**config.mk**
```make
export PLATFORM = sky130hd
export DESIGN_NAME = datapath_ctrl
export DESIGN_NICKNAME = d
export VERILOG_FILES = /design/src/rtl/datapath_ctrl_pkg.sv /design/src/rtl/datapath_ctrl_cond_eval.sv /design/src/rtl/datapath_ctrl.sv
export SDC_FILE = /design/constraint.sdc
export NUM_CORES = 1
export LEC_CHECK = 0
export BUFFER_PORTS_ARGS = -buffer_cell sky130_fd_sc_hd__buf_4
export CAP_MARGIN = 20
export CORE_MARGIN = 1.5
export CORE_UTILIZATION = 40
export CTS_CLUSTER_SIZE = 40
export DETAILED_ROUTE_END_ITERATION = 10
export PLACE_DENSITY = 0.79
export SYNTH_ARGS = -nofsm -noshare
export SYNTH_HDL_FRONTEND = slang
export SYNTH_SLANG_ARGS = --single-unit
```
**constraint.sdc**
```tcl
create_clock -name Clock -period 4 [get_ports Clock]
set_input_delay 0.2 -clock Clock [delete_from_list [all_inputs] [get_ports Clock]]
set_output_delay 0.2 -clock Clock [all_outputs]
set_load 0.03 [all_outputs]
```
**src/rtl/datapath_ctrl_pkg.sv**
```systemverilog
// Shared types and encodings for the datapath controller: states, opcodes,
// branch condition codes and datapath mux-select values.
package ctrl_pkg;

    typedef enum logic [2:0] {
        ST_RST    = 3'd0,
        ST_FETCH  = 3'd1,
        ST_DECODE = 3'd2,
        ST_EXEC   = 3'd3,
        ST_MEM    = 3'd4,
        ST_WB     = 3'd5,
        ST_HALT   = 3'd6
    } state_t;

    typedef enum logic [3:0] {
        OP_ADD  = 4'h0,
        OP_SUB  = 4'h1,
        OP_AND  = 4'h2,
        OP_OR   = 4'h3,
        OP_ADDI = 4'h4,
        OP_SUBI = 4'h5,
        OP_LDW  = 4'h8,
        OP_STW  = 4'h9,
        OP_BR   = 4'hC,
        OP_BL   = 4'hD,
        OP_RET  = 4'hE,
        OP_NOP  = 4'hF
    } opcode_t;

    localparam logic [3:0] COND_AL = 4'd0;
    localparam logic [3:0] COND_Z  = 4'd1;
    localparam logic [3:0] COND_NZ = 4'd2;
    localparam logic [3:0] COND_C  = 4'd3;
    localparam logic [3:0] COND_NC = 4'd4;
    localparam logic [3:0] COND_N  = 4'd5;
    localparam logic [3:0] COND_NN = 4'd6;
    localparam logic [3:0] COND_V  = 4'd7;

    // Bit positions inside Flags = {N,Z,C,V}
    localparam int FLAG_N = 3;
    localparam int FLAG_Z = 2;
    localparam int FLAG_C = 1;
    localparam int FLAG_V = 0;

    localparam logic [1:0] PC_INC  = 2'b00;
    localparam logic [1:0] PC_REL  = 2'b01;
    localparam logic [1:0] PC_LR   = 2'b10;
    localparam logic [1:0] PC_VEC  = 2'b11;

    localparam logic [1:0] OP2_RD2 = 2'b00;
    localparam logic [1:0] OP2_IMM = 2'b01;
    localparam logic [1:0] OP2_ONE = 2'b10;

    // Register-file field selects: which Ir nibble addresses a port
    localparam logic [1:0] RSEL_NONE = 2'b00;
    localparam logic [1:0] RSEL_A    = 2'b01;
    localparam logic [1:0] RSEL_B    = 2'b10;
    localparam logic [1:0] RSEL_D    = 2'b11;

    function automatic logic is_alu(input opcode_t op);
        return (op == OP_ADD) || (op == OP_SUB) || (op == OP_AND) ||
               (op == OP_OR)  || (op == OP_ADDI) || (op == OP_SUBI);
    endfunction

endpackage

```
**src/rtl/datapath_ctrl_cond_eval.sv**
```systemverilog
// Branch condition evaluator: condition field x {N,Z,C,V} -> taken.
// Purely combinational; codes above 7 never take.
module cond_eval
    import ctrl_pkg::*;
#(
    parameter int COND_W = 4
) (
    input  logic [COND_W-1:0] cond,
    input  logic [3:0]        flags,
    output logic              taken
);

    always_comb begin
        taken = 1'b0;
        case (cond)
            COND_AL: taken = 1'b1;
            COND_Z:  taken = flags[FLAG_Z];
            COND_NZ: taken = !flags[FLAG_Z];
            COND_C:  taken = flags[FLAG_C];
            COND_NC: taken = !flags[FLAG_C];
            COND_N:  taken = flags[FLAG_N];
            COND_NN: taken = !flags[FLAG_N];
            COND_V:  taken = flags[FLAG_V];
            default: taken = 1'b0;
        endcase
    end

endmodule

```
**src/rtl/datapath_ctrl.sv**
```systemverilog
// Multi-cycle sequencer for the 16-bit datapath: fetch, decode, execute,
// memory and write-back, plus the memory request/ready handshake.
module datapath_ctrl
    import ctrl_pkg::*;
#(
    parameter logic [15:0] RESET_VEC = 16'h0000,
    parameter int          COND_W    = 4
) (
    input  logic        Clock,
    input  logic        Reset,
    input  logic [15:0] Ir,
    input  logic [3:0]  Flags,
    input  logic        Test,
    input  logic        MemReady,
    output logic        MemReq,
    output logic        MemWrite,
    output logic        AluEn,
    output logic        AluWe,
    output logic        CFlag,
    output logic        ImmSel,
    output logic        IrWe,
    output logic        LrEn,
    output logic        LrSel,
    output logic        LrWe,
    output logic        MemEn,
    output logic        Op1Sel,
    output logic        PcEn,
    output logic        PcWe,
    output logic        RegWe,
    output logic        WdSel,
    output logic [1:0]  Op2Sel,
    output logic [1:0]  PcSel,
    output logic [1:0]  Rs1Sel,
    output logic [1:0]  RwSel,
    output logic        Halted
);

    state_t  state, next_state;
    opcode_t op;
    logic    taken;
    logic    mem_done;
    logic    unused_ok;

    // The reset vector is applied inside the datapath; only PC_VEC is chosen here.
    assign unused_ok = ^{Ir[7:1], RESET_VEC};
    assign op        = opcode_t'(Ir[15:12]);
    // A ready pulse only counts while the request is actually visible.
    assign mem_done  = MemReady && !Test && !Reset;

    cond_eval #(.COND_W(COND_W)) u_cond (
        .cond  (Ir[8 +: COND_W]),
        .flags (Flags),
        .taken (taken)
    );

    always_ff @(posedge Clock) begin
        if (Reset) begin
            state <= ST_RST;
        end else if (!Test) begin
            state <= next_state;
        end
    end

    always_comb begin
        next_state = state;
        MemReq   = 1'b0;
        MemWrite = 1'b0;
        AluEn    = 1'b0;
        AluWe    = 1'b0;
        CFlag    = 1'b0;
        ImmSel   = 1'b0;
        IrWe     = 1'b0;
        LrEn     = 1'b0;
        LrSel    = 1'b0;
        LrWe     = 1'b0;
        MemEn    = 1'b0;
        Op1Sel   = 1'b0;
        PcEn     = 1'b0;
        PcWe     = 1'b0;
        RegWe    = 1'b0;
        WdSel    = 1'b0;
        Op2Sel   = OP2_RD2;
        PcSel    = PC_INC;
        Rs1Sel   = RSEL_NONE;
        RwSel    = RSEL_NONE;
        Halted   = 1'b0;

        if (state inside {ST_DECODE, ST_EXEC, ST_MEM, ST_WB}) begin
            if (is_alu(op) || op == OP_LDW || op == OP_STW) begin
                Rs1Sel = RSEL_A;
                RwSel  = RSEL_D;
            end
            if (op == OP_ADDI || op == OP_SUBI) begin
                Op2Sel = OP2_IMM;
                ImmSel = 1'b0;
            end
            if (op == OP_LDW || op == OP_STW) begin
                Op2Sel = OP2_IMM;
                ImmSel = 1'b1;
            end
        end

        case (state)
            ST_RST: begin
                PcSel      = PC_VEC;
                PcWe       = 1'b1;
                next_state = ST_FETCH;
            end
            ST_FETCH: begin
                PcEn   = 1'b1;
                MemReq = 1'b1;
                if (mem_done) begin
                    IrWe       = 1'b1;
                    PcWe       = 1'b1;
                    next_state = ST_DECODE;
                end
            end
            ST_DECODE: begin
                case (op)
                    OP_NOP:  next_state = Ir[0] ? ST_HALT : ST_FETCH;
                    OP_BR:   next_state = taken ? ST_EXEC : ST_FETCH;
                    OP_ADD, OP_SUB, OP_AND, OP_OR, OP_ADDI, OP_SUBI,
                    OP_LDW, OP_STW, OP_BL, OP_RET: next_state = ST_EXEC;
                    default: next_state = ST_FETCH;
                endcase
            end
            ST_EXEC: begin
                next_state = ST_FETCH;
                case (op)
                    OP_ADD, OP_SUB, OP_AND, OP_OR, OP_ADDI, OP_SUBI: begin
                        AluEn      = 1'b1;
                        AluWe      = 1'b1;
                        next_state = ST_WB;
                    end
                    OP_LDW, OP_STW: begin
                        AluWe      = 1'b1;
                        next_state = ST_MEM;
                    end
                    OP_BR: begin
                        PcSel = PC_REL;
                        PcWe  = 1'b1;
                    end
                    OP_BL: begin
                        LrSel = 1'b0;
                        LrWe  = 1'b1;
                        PcSel = PC_REL;
                        PcWe  = 1'b1;
                    end
                    OP_RET: begin
                        LrEn  = 1'b1;
                        PcSel = PC_LR;
                        PcWe  = 1'b1;
                    end
                    default: next_state = ST_FETCH;
                endcase
            end
            ST_MEM: begin
                MemEn    = 1'b1;
                MemReq   = 1'b1;
                MemWrite = (op == OP_STW);
                if (mem_done) begin
                    if (op == OP_LDW) begin
                        RegWe = 1'b1;
                        WdSel = 1'b1;
                    end
                    next_state = ST_FETCH;
                end
            end
            ST_WB: begin
                RegWe      = 1'b1;
                WdSel      = 1'b0;
                CFlag      = (op == OP_SUB) || (op == OP_SUBI);
                next_state = ST_FETCH;
            end
            ST_HALT: begin
                Halted     = 1'b1;
                next_state = ST_HALT;
            end
            default: next_state = ST_RST;
        endcase

        // Scan freezes writes and withdraws the request; selects stay put.
        if (Test) begin
            RegWe    = 1'b0;
            PcWe     = 1'b0;
            IrWe     = 1'b0;
            AluWe    = 1'b0;
            LrWe     = 1'b0;
            MemReq   = 1'b0;
            MemWrite = 1'b0;
        end
        if (Reset) begin
            MemReq   = 1'b0;
            MemWrite = 1'b0;
            AluEn    = 1'b0;
            AluWe    = 1'b0;
            IrWe     = 1'b0;
            LrEn     = 1'b0;
            LrWe     = 1'b0;
            MemEn    = 1'b0;
            PcEn     = 1'b0;
            PcWe     = 1'b0;
            RegWe    = 1'b0;
        end
    end

endmodule

```
==> metrics.yaml, run 1 <==
status: "complete, but fails checks"
violations: "DRC"
stdcell_area_um2: 933.4
crit_type: "reg -> out"
crit_fanout: 16
worstHoldPathCells: 2
cts_root_buf: "clkbuf_4"
synthArstFlopShare_pct: 0
yosys_warnings: 0
hp-class: "in -> reg"
finalHoldViolCount: 0
ff_latch_area_um2: 60.06
ff2ff_path_depth: 6
fin_crit_ns: 2.094
p_leak_nw: 0.4187
top_register: "state"
multi_input_area_um2: 519.2
arrival_ns: 1.89
cts_sinks: 3
finalSetupTns_ns: 0
netlist_instances: 110
yosysSeqAreaShare_pct: 8.711
pre_cts_slack_ns: 2.058
pwr-share-seq_pct: 21.2
cts_resized: 0
maxSlewViolCount: 0
skew_ns: 0.001472
gr-total-overflow: 0
peakVddDrop_mv: 0.09902
top_regs: "state x3"
cts_max_level: 1
largest_reg_flops: 3
pwr-share-clk_pct: 29.1
final_antenna_net_count: 0
grt_pass1_wl_mm: 3.291
rrSetupSlack_ns: 1.99
cts_buffers: 3
postCtsSetupBuffers: 0
power_frac_comb_pct: 49.7
grt_pass1_vias: 750
synth_edf_count: 0
diodes: 0
worst_pin_slew_ns: 0.5362
fin_nets: 166
drive_above_1_share_pct: 30.22
synthFlopType: "dfxtp_1"
power.switching_w: 0.00007900
p_int_w: 0.0001076
vias: 869
slew_headroom_pct: 64.21
cts_tree: "done"
endpoint_kind: "primary output"
synth.avg_cell_area_um2: 6.267
cp_data_required_time_ns: 3.80
fp-row-count: 14
setup_slack_ns: 1.906
swShare_pct: 42.33
core_area_um2: 1559
place_area_um2: 907.1
ys_types: 36
synth_seq_cells: 3
wl_per_cell_um: 12.66
min-delay-start: "Reset"
drtIter0Drc: 36
synth_area_um2: 689.4
avgViaCountPerCell: 5.606
track_usage_pct: 21.01
r2r_start: "state[2]"
numPortBuffers: 37
clkTransAtPathRegs_ns: 0.04
setup_viol: 0
r2r-end: "state[1]"
power_density_nw_per_um2: 199.9
place_hpwl_mm: 1.478
drc: 2
die_y_um: 44.52
cts.path.max_buffers: 2
maxCapViolCount: 0
fmax_ghz: 0.4775
die_area_um2: 1982
grt_max_degree: 17
clock_latency_ns: 0.23
min_to: "state[2]"
area_growth_pct: 35.39
die_w_um: 44.52
worstSetupStartpointType: "register"
grt_setup_unrepaired: "no"
power_w: 0.0001866
fillers: 149
antenna_found_initial: 0
start_util_pct: 44.22
firstDrtPassIters: 10
cts_hold_buffers: 0
fin_crit_sh_pct: 52.36
ios: 49
gp_congestion: 0.8470
wl_mm: 1.962
## worst max-delay path, cell delays in order, from the launching register on
cell	delay [ns]
dfxtp_1	0.64
nand2_1	0.16
or3_1	0.40
nor4b_1	0.26
buf_4	0.21
## layout by cell type (no fill, tap or decap), drive strengths merged, types with 4 or more instances in the layout
cell type  count
nor4           6
nor2          15
a21oi          4
clkbuf         4
conb           4
nor3           5
nand3          5
and3           4
inv            8
buf           37
nand2          8
## power by group through the flow
stage               clock network [W]  logic (W)  registers (W)
global placement                    0  0.0000913      0.0000394
detailed placement                  0  0.0000923      0.0000395
finish                      0.0000544  0.0000927      0.0000396
floorplan                           0  0.0000724      0.0000331
global route                0.0000585   0.000101      0.0000401
CTS                         0.0000573  0.0000925      0.0000391
## cells by family (layout without fill, tap and decap cells)
kind of cell             Yosys count  in the layout  share of synthesized area, %
AO/OA/AOI/OAI                     21             21                         21.96
XOR/XNOR                           2              2                         2.541
adder cells (fa/ha/maj)            2              2                         3.629
buffers and inverters             23             49                         17.60
flip-flops                         3              3                         8.712
multiplexers                       3              3                         4.537
other                              1              4                        0.5439
AND/OR/NAND/NOR                   55             55                         40.47
## metal layers
metal / global-route usage (%) / part of all wire (%) / up-vias
met4: 5.455 / 0 / 0
met3: 0.4082 / 5.7 / 0
met1: 31.16 / 45 / 391
met5: 0 / 0 / -
met2: 33.04 / 50 / 35
li1: - / - / 443
## cell usage after synthesis (2+ instances only)
master / n / share of area [%]
inv_1: 8 / 4.4
dfxtp_1: 3 / 8.7
nand3_1: 5 / 3.6
a31oi_1: 3 / 2.7
or3_1: 2 / 1.8
nand2_1: 8 / 4.4
nor2_1: 15 / 8.2
nor4_1: 6 / 5.4
a21oi_1: 4 / 2.9
ha_1: 2 / 3.6
buf_4: 8 / 8.7
nor2b_1: 3 / 2.7
o21ai_0: 3 / 2.2
nor3_1: 5 / 3.6
buf_2: 4 / 2.9
nand2b_1: 3 / 2.7
mux2i_1: 2 / 2.9
and3_1: 4 / 3.6
clkbuf_1: 3 / 1.6
nand4_1: 2 / 1.8
xnor2_1: 2 / 2.5
## how the worst max path moves through the flow
stage	endpoint	start	depth (start not counted)
3_3_place_gp	state[1]	state[1]	6
4_1_cts	LrEn	state[0]	4
2_1_floorplan	AluEn	state[0]	4
3_5_place_dp	state[1]	state[2]	6
6_report	LrEn	state[0]	4
5_1_grt	LrWe	state[0]	4
## layout make-up
type / count / share of cell area (%)
flip-flops and latches: 3 / 6.434
inverters: 8 / 3.217
well taps: 16 / 2.145
clock buffers: 4 / 2.815
multi-input cells: 87 / 55.63
repair buffers: 37 / 29.76
## through the flow
step / instances / hold WS (ns) / utilization (%)
after floorplan: 113 / 0.3853 / -
after global placement: 151 / 0.4760 / 58.19
after detailed placement: 151 / 0.4878 / 58.19
after CTS: 155 / 0.2310 / 59.87
after global routing: 155 / 0.2623 / 59.87
final: 155 / 0.2411 / 59.87
Power figures use the tool's default switching activity.
==> run 2: changes to the inputs <==
--- a/config.mk
+++ b/config.mk
@@ -5,13 +5,15 @@
 export SDC_FILE = /design/constraint.sdc
 export NUM_CORES = 1
 export LEC_CHECK = 0
+export ABC_AREA = 1
 export BUFFER_PORTS_ARGS = -buffer_cell sky130_fd_sc_hd__buf_4
 export CAP_MARGIN = 20
+export CORE_ASPECT_RATIO = 0.75
 export CORE_MARGIN = 1.5
-export CORE_UTILIZATION = 40
+export CORE_UTILIZATION = 36
 export CTS_CLUSTER_SIZE = 40
 export DETAILED_ROUTE_END_ITERATION = 10
-export PLACE_DENSITY = 0.79
+export PLACE_DENSITY = 0.75
 export SYNTH_ARGS = -nofsm -noshare
 export SYNTH_HDL_FRONTEND = slang
 export SYNTH_SLANG_ARGS = --single-unit
==> constraint.sdc (replaced) <==
create_clock -name Clock -period 1.85 [get_ports Clock]
set_input_delay 0.0925 -clock Clock [delete_from_list [all_inputs] [get_ports Clock]]
set_output_delay 0.0925 -clock Clock [all_outputs]
set_load 0.03 [all_outputs]
==> run 2 against run 1 <==
The run now ends clean. Die area rose by 10%. Synthesized area shrank 0.36%. Non-clock buffer count unchanged.
==> metrics.yaml, run 2 <==
status: "finished clean"  # was complete, but fails checks
min_to: "state[2]"  # unchanged
cp.depth: 10  # was 4
synth_area_leader_cell: "nand2_1"  # was dfxtp_1
clkTransAtPathRegs_ns: 0.04  # about the same
synth_area_um2: 686.9  # was 689.4 µm²
gp_congestion: 0.8434  # was 0.8470
worstSetupStartpointType: "register"  # unchanged
numPortBuffers: 37  # unchanged
cts_tree: "done"  # unchanged
place_area_um2: 965.9  # was 907.1 µm²
netlist_top_cells_count: "nand2_1, nor2_1, inv_1"  # was nor2_1, buf_4, inv_1, nand2_1, nor4_1
r2r-end: "state[1]"  # unchanged
slowest_delay_ns: 0.36  # was 0.64 ns
track_usage_pct: 19.44  # was 21.01%
fmax_ghz: 0.5817
synth.avg_cell_area_um2: 5.495  # was 6.267 µm²
cp_data_required_time_ns: 1.76  # was 3.80 ns
final_antenna_net_count: 0  # unchanged
core_area_um2: 1757  # was 1559 µm²
arrival_ns: 1.63  # was 1.89 ns
synthArstFlopShare_pct: 0  # unchanged
ys_top_cells_by_area: "nand2_1, nor2_1, inv_1"  # was dfxtp_1, buf_4, nor2_1
path_cells: "inv_2 > nand2_1 > nor2_2 > inv_1 > nor2_1 > a21oi_1 > nand2_1 > nand4_1 > inv_1 > buf_4"  # was nand2_1 > or3_1 > nor4b_1 > buf_4
worstHoldPathCells: 2  # unchanged
cts_root_buf: "clkbuf_4"  # unchanged
fp-row-count: 13  # was 14
yosys_warnings: 0  # unchanged
yosysSeqAreaShare_pct: 8.743  # was 8.711%
diodes: 0  # unchanged
vias: 875  # was 869
ios: 49  # unchanged
start_util_pct: 39.10  # was 44.22%
fin_nets: 189  # was 166
fin_crit_sh_pct: 92.92
cts_max_level: 1  # unchanged
drc: 0  # was 2
synth_seq_cells: 3  # unchanged
crit_buf_inv: 4  # was 1
maxSlewViolCount: 0  # unchanged
layout_common_cells: "buf_4, nand2_1, nor2_1"  # was buf_4, nor2_1, inv_1, nand2_1, nor4_1
wl_mm: 1.965  # was 1.962 mm
r2r_start: "state[1]"  # was state[2]
avgViaCountPerCell: 4.755  # was 5.606
top_regs: "state x3"  # unchanged
grt_max_degree: 10  # was 17
ys_types: 29  # was 36
rrSetupSlack_ns: 0.45  # was 1.99 ns
ff2ff_path_depth: 8  # was 6
cts_sinks: 3  # unchanged
grt_setup_unrepaired: "no"  # unchanged
fin_crit_ns: 1.719
place_hpwl_mm: 1.673  # was 1.478 mm
hold_ws_ns: 0.09731  # was 0.2411 ns
power_density_nw_per_um2: 573.8  # was 199.9 nW/µm²
endpoint_kind: "primary output"  # unchanged
synth_edf_count: 0  # unchanged
top_register: "state"  # unchanged
finalHoldViolCount: 0  # unchanged
grt_pass1_vias: 741  # was 750
yosysTopAreaCellShare_pct: 15.30  # was 8.711%
finalSetupTns_ns: 0  # unchanged
synthFlopType: "dfxtp_1"  # unchanged
yosys.cell_count.top_type: "nand2_1"  # was nor2_1
stdcell_area_um2: 996.0  # was 933.4 µm²
drtIter0Drc: 48  # was 36
hp-class: "in -> reg"  # unchanged
die_w_um: 53.44  # was 44.52 µm
maxCapViolCount: 0  # unchanged
clock_latency_ns: 0.23  # about the same
setup_viol: 0  # unchanged
antenna_found_initial: 0  # unchanged
crit_type: "reg -> out"  # unchanged
crit_family: "simple AND/OR/NAND/NOR gates"  # unchanged
final_common_cell: "buf_4"  # unchanged
largest_reg_flops: 3  # unchanged
drive_above_1_share_pct: 36.42  # was 30.22%
wl_per_cell_um: 10.68  # was 12.66 µm
grt_pass1_wl_mm: 3.091  # was 3.291 mm
area_growth_pct: 44.99  # was 35.39%
postCtsSetupBuffers: 0  # unchanged
min-delay-start: "Reset"  # unchanged
p_leak_nw: 0.5203  # was 0.4187 nW
gr-total-overflow: 0  # unchanged
crit_fanout: 5  # was 16
die_y_um: 40.83  # was 44.52 µm
peakVddDrop_mv: 0.2725  # was 0.09902 mV
netlist_instances: 125  # was 110
crit_slowest_cell: "dfxtp_1"  # unchanged
die_area_um2: 2182  # was 1982 µm²
cts.path.max_buffers: 2  # unchanged
firstDrtPassIters: 4  # was 10
cts_buffers: 3  # unchanged
skew_ns: 0.001468  # was 0.001472 ns
run 2: metal layers:
layer | up-vias | part of all wire [%] | track usage, % | wire length, µm
met5 | - | 0 | 0 | 0
met3 | 0 | 12 | 6.569 | 236
met2 | 48 | 42 | 30.86 | 832
li1 | 457 | - | - | -
met4 | 0 | 0 | 2.564 | 0
met1 | 370 | 46 | 26.24 | 896
run 2: area by class of cell:
class	instances	area, µm²
Timing Repair Buffer	37	277.8
Multi-Input combinational cell	94	513.0
Inverter	24	90.09
Tap cell	22	27.53
Fill cell	182	760.7
Sequential cell	3	61.31
Clock buffer	4	26.28
run 2: logic make-up (layout without fill, tap and decap cells):
logic type,count (synthesis),count (layout),synth area share (%)
fa+ha+maj,2,2,3.642
compound gates,16,16,15.85
buf+inv,31,65,20.40
flops,3,3,8.744
simple gates,72,72,50.82
other cells,1,4,0.5459
run 2: what timing repair did:
item | in CTS | in global routing
resized for setup | 0 | 3
endpoints found under the setup margin | 0 | 2
hold buffers | 0 | 0
run 2: worst reg2reg max path, delay by kind of cell, from the launching register on:
family | cells | cell delay, ns
AO/OA/AOI/OAI | 1 | 0.05
adder cells (fa/ha/maj) | 1 | 0.22
buffers and inverters | 2 | 0.16
flip-flops | 1 | 0.43
AND/OR/NAND/NOR | 4 | 0.42
run 2: report_power, final:
part / leakage [nW] / switching [W] / internal (W)
clock network: 0.0150 / 0.0000354 / 0.0000809
registers: 0.0250 / 0.0000163 / 0.0000742
logic: 0.480 / 0.000236 / 0.000128
total: 0.520 / 0.000288 / 0.000284
run 2: through the flow:
stage                     setup slack, ns  total power [W]  utilization, %  std cells
after floorplan                   0.04458        0.0003475               -        128
after global placement             0.3558        0.0004461           54.99        180
after detailed placement           0.3320        0.0004525           54.99        180
after CTS                         0.07495        0.0005742           56.48        184
after global routing              0.02428        0.0006259           56.70        184
final                              0.1310        0.0005715           56.70        184
run 2: worst max-delay path by stage:
stage / startpoint / to / slack [ns]
floorplan: state[2] / RegWe / 0.04
detailed placement: state[1] / PcWe / 0.33
global route: state[1] / PcWe / 0.02
finish: state[1] / PcWe / 0.13
global placement: state[2] / RegWe / 0.36
CTS: state[1] / PcWe / 0.07
==> run 3: changes to the inputs <==
--- a/config.mk
+++ b/config.mk
@@ -10,10 +10,10 @@
 export CAP_MARGIN = 20
 export CORE_ASPECT_RATIO = 0.75
 export CORE_MARGIN = 1.5
-export CORE_UTILIZATION = 36
+export CORE_UTILIZATION = 32
 export CTS_CLUSTER_SIZE = 40
 export DETAILED_ROUTE_END_ITERATION = 10
-export PLACE_DENSITY = 0.75
+export PLACE_DENSITY = 0.68
 export SYNTH_ARGS = -nofsm -noshare
 export SYNTH_HDL_FRONTEND = slang
 export SYNTH_SLANG_ARGS = --single-unit
==> run 3 against run 2 <==
Sequential cell count stayed put. Critical path depth is 6 lower. Cell area is 0.50% higher. Via count is 1.8% lower. Critical endpoint is now Op2Sel[0]. Fmax is 2.5% higher. Global-route usage is 2.3 points lower. First-iteration DRC count is 31% lower. Largest cell class unchanged. Setup slack better by 0.042 ns.
==> metrics.yaml, run 3 (synthesis gave the netlist of run 2 again) <==
crit_buf_inv: 2  # was 4
stdcell_area_um2: 1001  # was 996.0 µm²
area_growth_pct: 45.72  # was 44.99%
p_leak_nw: 0.5202  # was 0.5203 nW
finalHoldViolCount: 0  # unchanged
slowest_delay_ns: 0.43  # was 0.36 ns
top_regs: "state x3"  # unchanged
postCtsSetupBuffers: 0  # unchanged
cts_resized: 0  # unchanged
hp-class: "in -> reg"  # unchanged
die_area_um2: 2437  # was 2182 µm²
multi_input_area_um2: 515.5  # was 513.0 µm²
gr-total-overflow: 0  # unchanged
avgViaCountPerCell: 4.618  # was 4.755
layout_common_cells: "buf_4, nand2_1, nor2_1"  # unchanged
fp-row-count: 14  # was 13
crit_fanout: 5  # unchanged
place_area_um2: 968.4  # was 965.9 µm²
worstSetupStartpointType: "register"  # unchanged
wl_mm: 2.018  # was 1.965 mm
cts_root_buf: "clkbuf_4"  # unchanged
start_util_pct: 34.10  # was 39.10%
fin_crit_sh_pct: 90.65  # was 92.92%
final_common_cell: "buf_4"  # unchanged
grt_max_degree: 10  # unchanged
cts_hold_buffers: 0  # unchanged
fin_crit_ns: 1.677  # was 1.719 ns
status: "finished clean"  # unchanged
drive_above_1_share_pct: 37.04  # was 36.42%
drtIter0Drc: 33  # was 48
cts_buffers: 3  # unchanged
crit_type: "reg -> out"  # unchanged
grt_setup_unrepaired: "no"  # unchanged
largest_reg_flops: 3  # unchanged
antenna_found_initial: 0  # unchanged
place_hpwl_mm: 1.673  # about the same
firstDrtPassIters: 4  # unchanged
power_density_nw_per_um2: 577.1  # was 573.8 nW/µm²
ios: 49  # unchanged
top_register: "state"  # unchanged
fin_nets: 189  # unchanged
drc: 0  # unchanged
cts_tree: "done"  # unchanged
final_antenna_net_count: 0  # unchanged
clkTransAtPathRegs_ns: 0.04  # about the same
wl_per_cell_um: 10.85  # was 10.68 µm
finalSetupTns_ns: 0  # unchanged
post-route-util_pct: 49.69  # was 56.70%
crit_family: "flip-flops"  # was simple AND/OR/NAND/NOR gates
diodes: 0  # unchanged
fmax_ghz: 0.5963  # was 0.5817 GHz
track_usage_pct: 17.12  # was 19.44%
clock_latency_ns: 0.24  # was 0.23 ns
crit_slowest_cell: "dfxtp_1"  # unchanged
vias: 859  # was 875
path_cells: "inv_2 > ha_1 > nor4_2 > buf_4"  # was inv_2 > nand2_1 > nor2_2 > inv_1 > nor2_1 > a21oi_1 > nand2_1 > nand4_1 > inv_1 > buf_4
maxSlewViolCount: 0  # unchanged
die_w_um: 56.50  # was 53.44 µm
core_area_um2: 2014  # was 1757 µm²
gp_congestion: 0.8347  # was 0.8434
cts.path.max_buffers: 2  # unchanged
setup_viol: 0  # unchanged
cts_max_level: 1  # unchanged
grt_pass1_wl_mm: 3.401  # was 3.091 mm
endpoint_kind: "primary output"  # unchanged
arrival_ns: 1.58  # was 1.63 ns
cts_sinks: 3  # unchanged
cp_data_required_time_ns: 1.76  # about the same
ff_latch_area_um2: 61.31  # unchanged
numPortBuffers: 37  # unchanged
fillers: 211  # was 182
skew_ns: 0.005897  # was 0.001468 ns
maxCapViolCount: 0  # unchanged
die_y_um: 43.13  # was 40.83 µm
grt_pass1_vias: 783  # was 741
peakVddDrop_mv: 0.4568  # was 0.2725 mV
==> run 3: worst paths after layout <==
path	endpoint	cells after the start	slack, ns	start
max	Op2Sel[0]	4	0.17	state[1]
min	state[2]	2	0.09	Reset
max reg2reg	state[0]	8	0.42	state[1]
min reg2reg	state[0]	2	0.55	state[0]
==> run 3: where the power goes <==
group / switching, W / internal, W / leakage, nW / total, W
Sequential: 0.0000155 / 0.0000741 / 0.0250 / 0.0000896
Clock: 0.0000368 / 0.0000810 / 0.0150 / 0.000118
Combinational: 0.000241 / 0.000129 / 0.480 / 0.000370
Total: 0.000294 / 0.000284 / 0.520 / 0.000578
==> run 3: final cells by class <==
type	count	area share (%)
multi-input cells	94	51.50
repair buffers	37	27.75
inverters	24	9.000
flip-flops and latches	3	6.125
well taps	24	3.000
clock buffers	4	2.625
==> run 3: stage by stage <==
stage | instances | hold slack (ns) | total power, W | worst slack [ns]
floorplan | 128 | 0.2346 | 0.0003475 | 0.04458
global placement | 182 | 0.3424 | 0.0004501 | 0.3433
detailed placement | 182 | 0.3490 | 0.0004535 | 0.3122
CTS | 186 | 0.09404 | 0.0005773 | 0.05475
global route | 186 | 0.1063 | 0.0006195 | 0.01072
finish | 186 | 0.09351 | 0.0005776 | 0.1729
==> run 3: metal layers <==
| layer | GRT usage (%) | part of all wire, % | vias to the layer above |
|---|---|---|---|
| li1 | - | - | 457 |
| met1 | 24.36 | 50 | 372 |
| met2 | 27.21 | 44 | 30 |
| met3 | 4.268 | 5.8 | 0 |
| met4 | 0.9524 | 0 | 0 |
| met5 | 0 | 0 | - |
